`config.mk`:
```
export PLATFORM = sky130hd
export DESIGN_NAME = spi_slave_buf
export DESIGN_NICKNAME = d
export VERILOG_FILES = /design/src/rtl/spi_slave_buf.sv
export SDC_FILE = /design/constraint.sdc
export NUM_CORES = 1
export LEC_CHECK = 0
export CAP_MARGIN = 20
export CORE_MARGIN = 5
export CORE_UTILIZATION = 40
export DETAILED_ROUTE_END_ITERATION = 10
export GPL_ROUTABILITY_DRIVEN = 1
export HOLD_SLACK_MARGIN = 0.12
export RECOVER_POWER = 50
export SLEW_MARGIN = 5
export SYNTH_ARGS = -nofsm -noshare
export SYNTH_HDL_FRONTEND = slang
export SYNTH_SLANG_ARGS = --single-unit
```
`constraint.sdc`:
```
create_clock -name clk -period 1.7 [get_ports clk]
set_clock_uncertainty 0.05 [all_clocks]
set_input_delay 0.17 -clock clk [delete_from_list [all_inputs] [get_ports clk]]
set_output_delay 0.17 -clock clk [all_outputs]
set_load 0.01 [all_outputs]
```
`src/rtl/spi_slave_buf.sv`:
```
// Buffered SPI mode-0 responder: oversamples the SPI pins in the clk domain,
// captures up to 128 MOSI bits left-aligned and shifts a preloaded word out on MISO.
module spi_slave_buf (
    input  logic         clk,
    input  logic         rstn,
    input  logic [127:0] slv_wfifo,
    input  logic         slv_ack,
    output logic [127:0] slv_rfifo,
    output logic [7:0]   slv_status,
    input  logic         scl,
    input  logic         ss,
    input  logic         mosi,
    output logic         miso
);

    localparam int unsigned DW  = 128;
    localparam int unsigned CW  = 8;
    localparam int unsigned BW  = 5;
    localparam int unsigned IW  = 7;

    typedef enum logic [1:0] {
        IDLE   = 2'd0,
        ACTIVE = 2'd1,
        DONE   = 2'd2
    } state_t;

    state_t state, state_nxt;

    logic [2:0]    scl_q;
    logic [2:0]    ss_q;
    logic [1:0]    mosi_q;

    logic          scl_rise;
    logic          scl_fall;
    logic          ss_rise;
    logic          ss_fall;

    logic          load_frame;
    logic          take_bit;
    logic          shift_tx;
    logic          commit;

    logic [DW-1:0] tx_sh;
    logic [DW-1:0] rx_buf;
    logic [CW-1:0] cnt;
    logic          cnt_full;
    logic [IW-1:0] wr_idx;
    logic          overrun;

    logic          busy;
    logic          rx_valid;
    logic          err;
    logic [BW-1:0] byte_cnt;

    // Pin synchronisers; all three paths share the same depth so MOSI stays aligned to SCL edges
    always_ff @(posedge clk) begin
        if (!rstn) begin
            scl_q  <= '0;
            ss_q   <= '0;
            mosi_q <= '0;
        end else begin
            scl_q  <= {scl_q[1:0], scl};
            ss_q   <= {ss_q[1:0], ss};
            mosi_q <= {mosi_q[0], mosi};
        end
    end

    assign scl_rise =  scl_q[1] & ~scl_q[2];
    assign scl_fall = ~scl_q[1] &  scl_q[2];
    assign ss_rise  =  ss_q[1]  & ~ss_q[2];
    assign ss_fall  = ~ss_q[1]  &  ss_q[2];

    assign cnt_full = cnt[CW-1];
    assign wr_idx   = IW'(7'd127 - cnt[IW-1:0]);

    // State register
    always_ff @(posedge clk) begin
        if (!rstn) begin
            state <= IDLE;
        end else begin
            state <= state_nxt;
        end
    end

    // Next-state logic
    always_comb begin
        state_nxt = state;
        case (state)
            IDLE:    if (ss_fall) state_nxt = ACTIVE;
            ACTIVE:  if (ss_rise) state_nxt = DONE;
            DONE:    state_nxt = IDLE;
            default: state_nxt = IDLE;
        endcase
    end

    // Datapath strobes decoded from the current state
    always_comb begin
        load_frame = 1'b0;
        take_bit   = 1'b0;
        shift_tx   = 1'b0;
        commit     = 1'b0;
        case (state)
            IDLE:    load_frame = ss_fall;
            ACTIVE: begin
                take_bit = scl_rise;
                shift_tx = scl_fall;
            end
            DONE:    commit = 1'b1;
            default: ;
        endcase
    end

    // Transmit shifter
    always_ff @(posedge clk) begin
        if (!rstn) begin
            tx_sh <= '0;
        end else if (load_frame) begin
            tx_sh <= slv_wfifo;
        end else if (shift_tx) begin
            tx_sh <= {tx_sh[DW-2:0], 1'b0};
        end
    end

    // Receive buffer and bit counter; bits past 128 are dropped and flagged
    always_ff @(posedge clk) begin
        if (!rstn) begin
            rx_buf  <= '0;
            cnt     <= '0;
            overrun <= 1'b0;
        end else if (load_frame) begin
            rx_buf  <= '0;
            cnt     <= '0;
            overrun <= 1'b0;
        end else if (take_bit) begin
            if (!cnt_full) begin
                rx_buf[wr_idx] <= mosi_q[1];
                cnt            <= cnt + CW'(1);
            end else begin
                overrun <= 1'b1;
            end
        end
    end

    // Frame results, published in the single DONE cycle
    always_ff @(posedge clk) begin
        if (!rstn) begin
            slv_rfifo <= '0;
            byte_cnt  <= '0;
            err       <= 1'b0;
        end else if (commit) begin
            slv_rfifo <= rx_buf;
            byte_cnt  <= cnt[CW-1:3];
            err       <= overrun | (|cnt[2:0]);
        end
    end

    // rx_valid: a commit beats a coincident ack
    always_ff @(posedge clk) begin
        if (!rstn) begin
            rx_valid <= 1'b0;
        end else if (commit) begin
            rx_valid <= 1'b1;
        end else if (slv_ack) begin
            rx_valid <= 1'b0;
        end
    end

    always_ff @(posedge clk) begin
        if (!rstn) begin
            busy <= 1'b0;
        end else if (load_frame) begin
            busy <= 1'b1;
        end else if (commit) begin
            busy <= 1'b0;
        end
    end

    assign slv_status = {busy, rx_valid, err, byte_cnt};

    // MISO is gated off outside a frame and once the transmit word is exhausted
    assign miso = (state == ACTIVE) && !cnt_full && tx_sh[DW-1];

endmodule

```
* Word-level counts from Yosys, hierarchy flattened *
Index checks and enable logic that the tools add are counted.

word-level totals
  flip-flop bits (word level) = 411
  memories = 0
  bits in latches = 0
  bits in writable memories = 0
  bits in read-only memories = 0
  output and inout bits = 137

operators by class
  multipliers = 0
  $lt $le $gt $ge = 2
  multiplexer cells = 17
  reduce and logical (&&, ||, !) cells = 13
  bitwise operators = 11
  div/mod/pow operators = 0
  add/sub/neg operators = 2
  equal/unequal tests = 4
  shifts and indexed selects = 0

operator list
  operator               count
  $mux W128              2
  $bwmux W128            1
  $mux W1                9
  $add A8 B1 Y8 const B  1
  $lt A7 B8 Y1 const B   1
  $mux W8                1
  $demux W1 S7           1
  $ge A7 B1 Y1 const B   1
  $sub A7 B7 Y7 const A  1
  $not A1 Y1             6
  $reduce_and A2 Y1      3
  $reduce_bool A2 Y1     3
  $and A1 B1 Y1          4
  $mux W2                2
  $ne A2 B2 Y1 const B   2
  $pmux W2 S2            1
  $logic_and A1 B1 Y1    3
  $reduce_or A3 Y1       1
  $eq A2 B1 Y1 const B   1
  $eq A2 B2 Y1 const B   1
  $logic_not A2 Y1       1
  $reduce_or A2 Y1       1
  $logic_not A1 Y1       1
  $or A1 B1 Y1           1

* Longest topological paths before layout *
  depth after elaboration = 6
  depth in mapped cells = 7

* Worst setup path before layout *
Ideal clock, no wire load.

  path type = reg2reg
  start = register state[1]
  end = register rx_buf[10]
  cell stages (with the launch flop) = 7
  required time = 1531 ps
  buffers on the path = 3
  arrival = 1405 ps
  path slack = 126 ps
  cell sequence = dfxtp_1 or4b_1 buf_4 nand3_2 buf_12 buf_8 mux2i_1

on the way
  cells in the longest elaborated chain, start to end = 3
  elaborated cells between the ends (all ways) = 6
  classes of those cells = eq/ne: 1; mux: 2; reduce/logical: 3

RTL lines
  what                                                                           line  text
  start, declared                                                                27    state_t state, state_nxt;
  start signal, assigned                                                         81    state <= state_nxt;
  $eq A2 B1 Y1 / $logic_not A2 Y1 (equally long branches)                        102   case (state)
  $mux W1                                                                        102
  $reduce_and A2 Y1 (no source line) / $reduce_or A2 Y1 (equally long branches)  -
  end signal, assigned by index                                                  136   rx_buf[wr_idx] <= mosi_q[1];
  end, declared                                                                  44    logic [DW-1:0] rx_buf;

Parallel ways exist; a longest one is shown, timed or not.
A chain may end at the register's enable or synchronous reset.

* Worst setup path after layout *
  start = register state[1]
  end = register tx_sh[45]

on the way
  cells in the longest elaborated chain, start to end = 3
  elaborated cells between the ends (all ways) = 6
  classes of those cells = eq/ne: 1; mux: 3; reduce/logical: 2

RTL lines
  what                                                                     line  text
  $eq A2 B1 Y1 / $logic_not A2 Y1 (equally long branches)                  102
  $mux W1                                                                  102
  $reduce_bool A2 Y1 (no source line) / $mux W128 (equally long branches)  -
  end signal, assigned                                                     118   tx_sh <= slv_wfifo;
  end signal, assigned                                                     120   tx_sh <= {tx_sh[DW-2:0], 1'b0};
  end, declared                                                            43    logic [DW-1:0] tx_sh;

Parallel ways exist; a longest one is shown, timed or not.

==> metrics.cfg <==
[hold_path]
holdPathEnd = tx_sh[56]
hold_path_class = input pin to flop
min_path_cells = 3
min_from = slv_wfifo[56]

[critical_path]
start_kind = flop
r2r_cells = 6
endpoint_kind = flop
cp.arrival_ns = 2.07
cp_slowest_cell = and4bb_4
cp_max_fo = 18
r2r-start = state[1]
rr_endpoint = tx_sh[45]
slowest_delay_ns = 0.35
path_class = flop to flop
crit_chain = buf_4, and4bb_4, buf_12, buf_16, mux2i_1, a21oi_1
ff2ff_setup_slack_ns = 0.008
crit_required_ns = 2.08

[floorplan]
io_pins = 271
rows = 76
fp.coreArea_um2 = 43100
start_util_pct = 40.4
die_w_um = 219
die_y_um = 219
dieArea_um2 = 47800

[yosys]
synth_seq_area_share_pct = 47.3
yosysMostFrequentCell = dfxtp_1
ys.flop_type = dfxtp_1
synth_warnings = 0
synth_edf_count = 0
synthesis.nets = 2005
yosysTopAreaCell = dfxtp_1
yosys-top-cells-count = dfxtp_1 (411), nand2_1 (269), nand3_1 (261)
synthTopCellsByArea = dfxtp_1 (47%), mux2i_1 (15%), nand3_1 (7.5%), nand2_1 (5.8%), a21boi_0 (4.7%)
ys_ff_latch = 411
postSynthCellCount = 1869
synthesis.area_um2 = 17400
synth.avg_cell_area_um2 = 9.31
synth_top_area_share_pct = 47.3
async_flop_share_pct = 0
ys_types = 43

[clocking]
cts_buffers = 44
clk_pin_slew_ns = 0.06
clk-insertion-delay-late_ns = 0.56
htree_levels = 2
cts.sinks = 411
clock_path_buffers = 3
cts_tree = yes
cts_root_buf = clkbuf_16

[global_routing]
grt_usage_pct = 18.4
grt_overflow_total = 0
antenna_found_initial = 0
grt_pass1_wl_um = 72500
grt_pass1_vias = 13800
grt_max_degree = 119

[sta]
min_period_ns = 1.69
hold_viol_final = 0
finalMaxSlewViolations = 0
rsz0062_at_grt = true
hold_ws_ns = 0.175
relSlewSlack_pct = 66.4
setup_viol = 0
tightest_slew_ns = 0.504
fin_crit_sh_pct = 99.5
fmax_mhz = 591

[cells_and_area]
n_antenna_cell = 0
final_cells = 2705
drive_gt1_share_pct = 9.76
fillerInstances = 3960
syn_to_final_growth_pct = 28.8
nets = 2230

[detailed_routing]
dr.pass1.iters = 5
vias = 14000
wl_per_cell_um = 17.2
wl_um = 46600
drc_errors = 0
first_iter_violations = 640
vias_per_cell = 5.16
ant_nets = 0

[placed_design]
dpl.hpwl_um = 29800
post-place-cells = 2617
io_buffers = 270
place_congestion = 0.780

[status]
status = completed

[job]
drv_cap = 0

[power_and_ir_drop]
power-per-cell-area_nw_per_um2 = 884
ir_drop_mv = 0.617
p_leak_nw = 8.37

kinds of logic after synthesis:
group / Yosys count / share of synthesized area, %
adder cells (fa/ha/maj): 2 / 0.144
flip-flops: 411 / 47.3
multiplexers: 255 / 14.7
AO/OA/AOI/OAI: 407 / 13.7
AND/OR/NAND/NOR: 589 / 16.7
buffers and inverters: 205 / 7.55
cells in the final DEF, fill, tap and decap left out, types with 19 or more instances in the layout:
cell and instances:
dfxtp_1 409, nand2_1 269, nand3_1 261, clkbuf_1 23, a21boi_0 119, clkbuf_16 50, buf_4 45, o21ai_1 99
a21oi_1 136, clkdlybuf4s50_1 170, o21ai_0 19, dlygate4sd2_1 62, buf_12 35, mux2i_1 251, clkdlybuf4s25_1 29
stage by stage:
| step | power [mW] | util [%] | cell area [um2] | setup TNS, ns | setup WS [ns] |
|---|---|---|---|---|---|
| finish | 19.8 | 52.1 | 22400 | 0 | 0.00832 |
| CTS | 20.1 | 51.4 | 22200 | -0.0199 | -0.0199 |
| global placement | 11.0 | 48.5 | 20900 | 0 | 0.0267 |
| global route | 20.5 | 52.1 | 22400 | -1.23 | -0.0613 |
| floorplan | 10.5 | - | 17400 | 0 | 0.126 |
| detailed placement | 11.0 | 48.5 | 20900 | -0.0000238 | -0.0000238 |
power breakdown:
group / internal (mW) / switching, mW / total, mW
logic: 0.552 / 0.474 / 1.03
clock network: 5.24 / 3.77 / 9.01
registers: 9.74 / 0.0561 / 9.80
total: 15.5 / 4.30 / 19.8
layer usage:
metal,up-vias,GRT usage [%],part of all wire (%)
met1,6630,23.9,45
li1,6983,-,-
met4,0,6.26,2.8
met2,279,30.4,47
met3,72,3.89,5.4
met5,-,0,0
repair_timing:
item	CTS	global route
pin swaps	1	4
gates resized for setup	73	100
hold endpoints to repair	53	0
setup endpoints to repair	64	204
gates cloned	0	9
hold buffers	1	0
buffers inserted	0	6
worst max path at each step:
stage	slack, ns	end	from	cells past startpoint
6_report	0.008	tx_sh[45]	state[1]	6
5_1_grt	-0.06	slv_rfifo[7]	state[1]	7
4_1_cts	-0.02	miso	state[1]	3
3_5_place_dp	-0.00002	tx_sh[74]	state[1]	5
3_3_place_gp	0.03	rx_buf[109]	state[1]	5
2_1_floorplan	0.13	rx_buf[10]	state[1]	6
final cells by class:
class / count / area (um2) / area share [%]
clock buffer: 65 / 1260 / 5.62
clock inverter: 7 / 60.1 / 0.268
inverter: 4 / 15.0 / 0.0670
multi-input combinational: 1253 / 8030 / 35.8
sequential: 411 / 8230 / 36.7
tap: 585 / 732 / 3.26
timing repair buffer: 380 / 4100 / 18.3
critical path: cells and delay by family (launching register included):
kind | cells | cell delay [ns]
mux | 1 | 0.22
simple gates | 1 | 0.35
compound gates | 1 | 0.10
buf+inv | 3 | 0.54
flops | 1 | 0.31
sequential cells by signal (all words and copies together), names as in the netlist:
name and count:
rx_buf 128, slv_rfifo 128, tx_sh 128, cnt 8
byte_cnt 5, scl_q 3, ss_q 3, mosi_q 2
state 2, busy 1, err 1, overrun 1
rx_valid 1
Note: power is estimated with default switching activity, not from simulation.
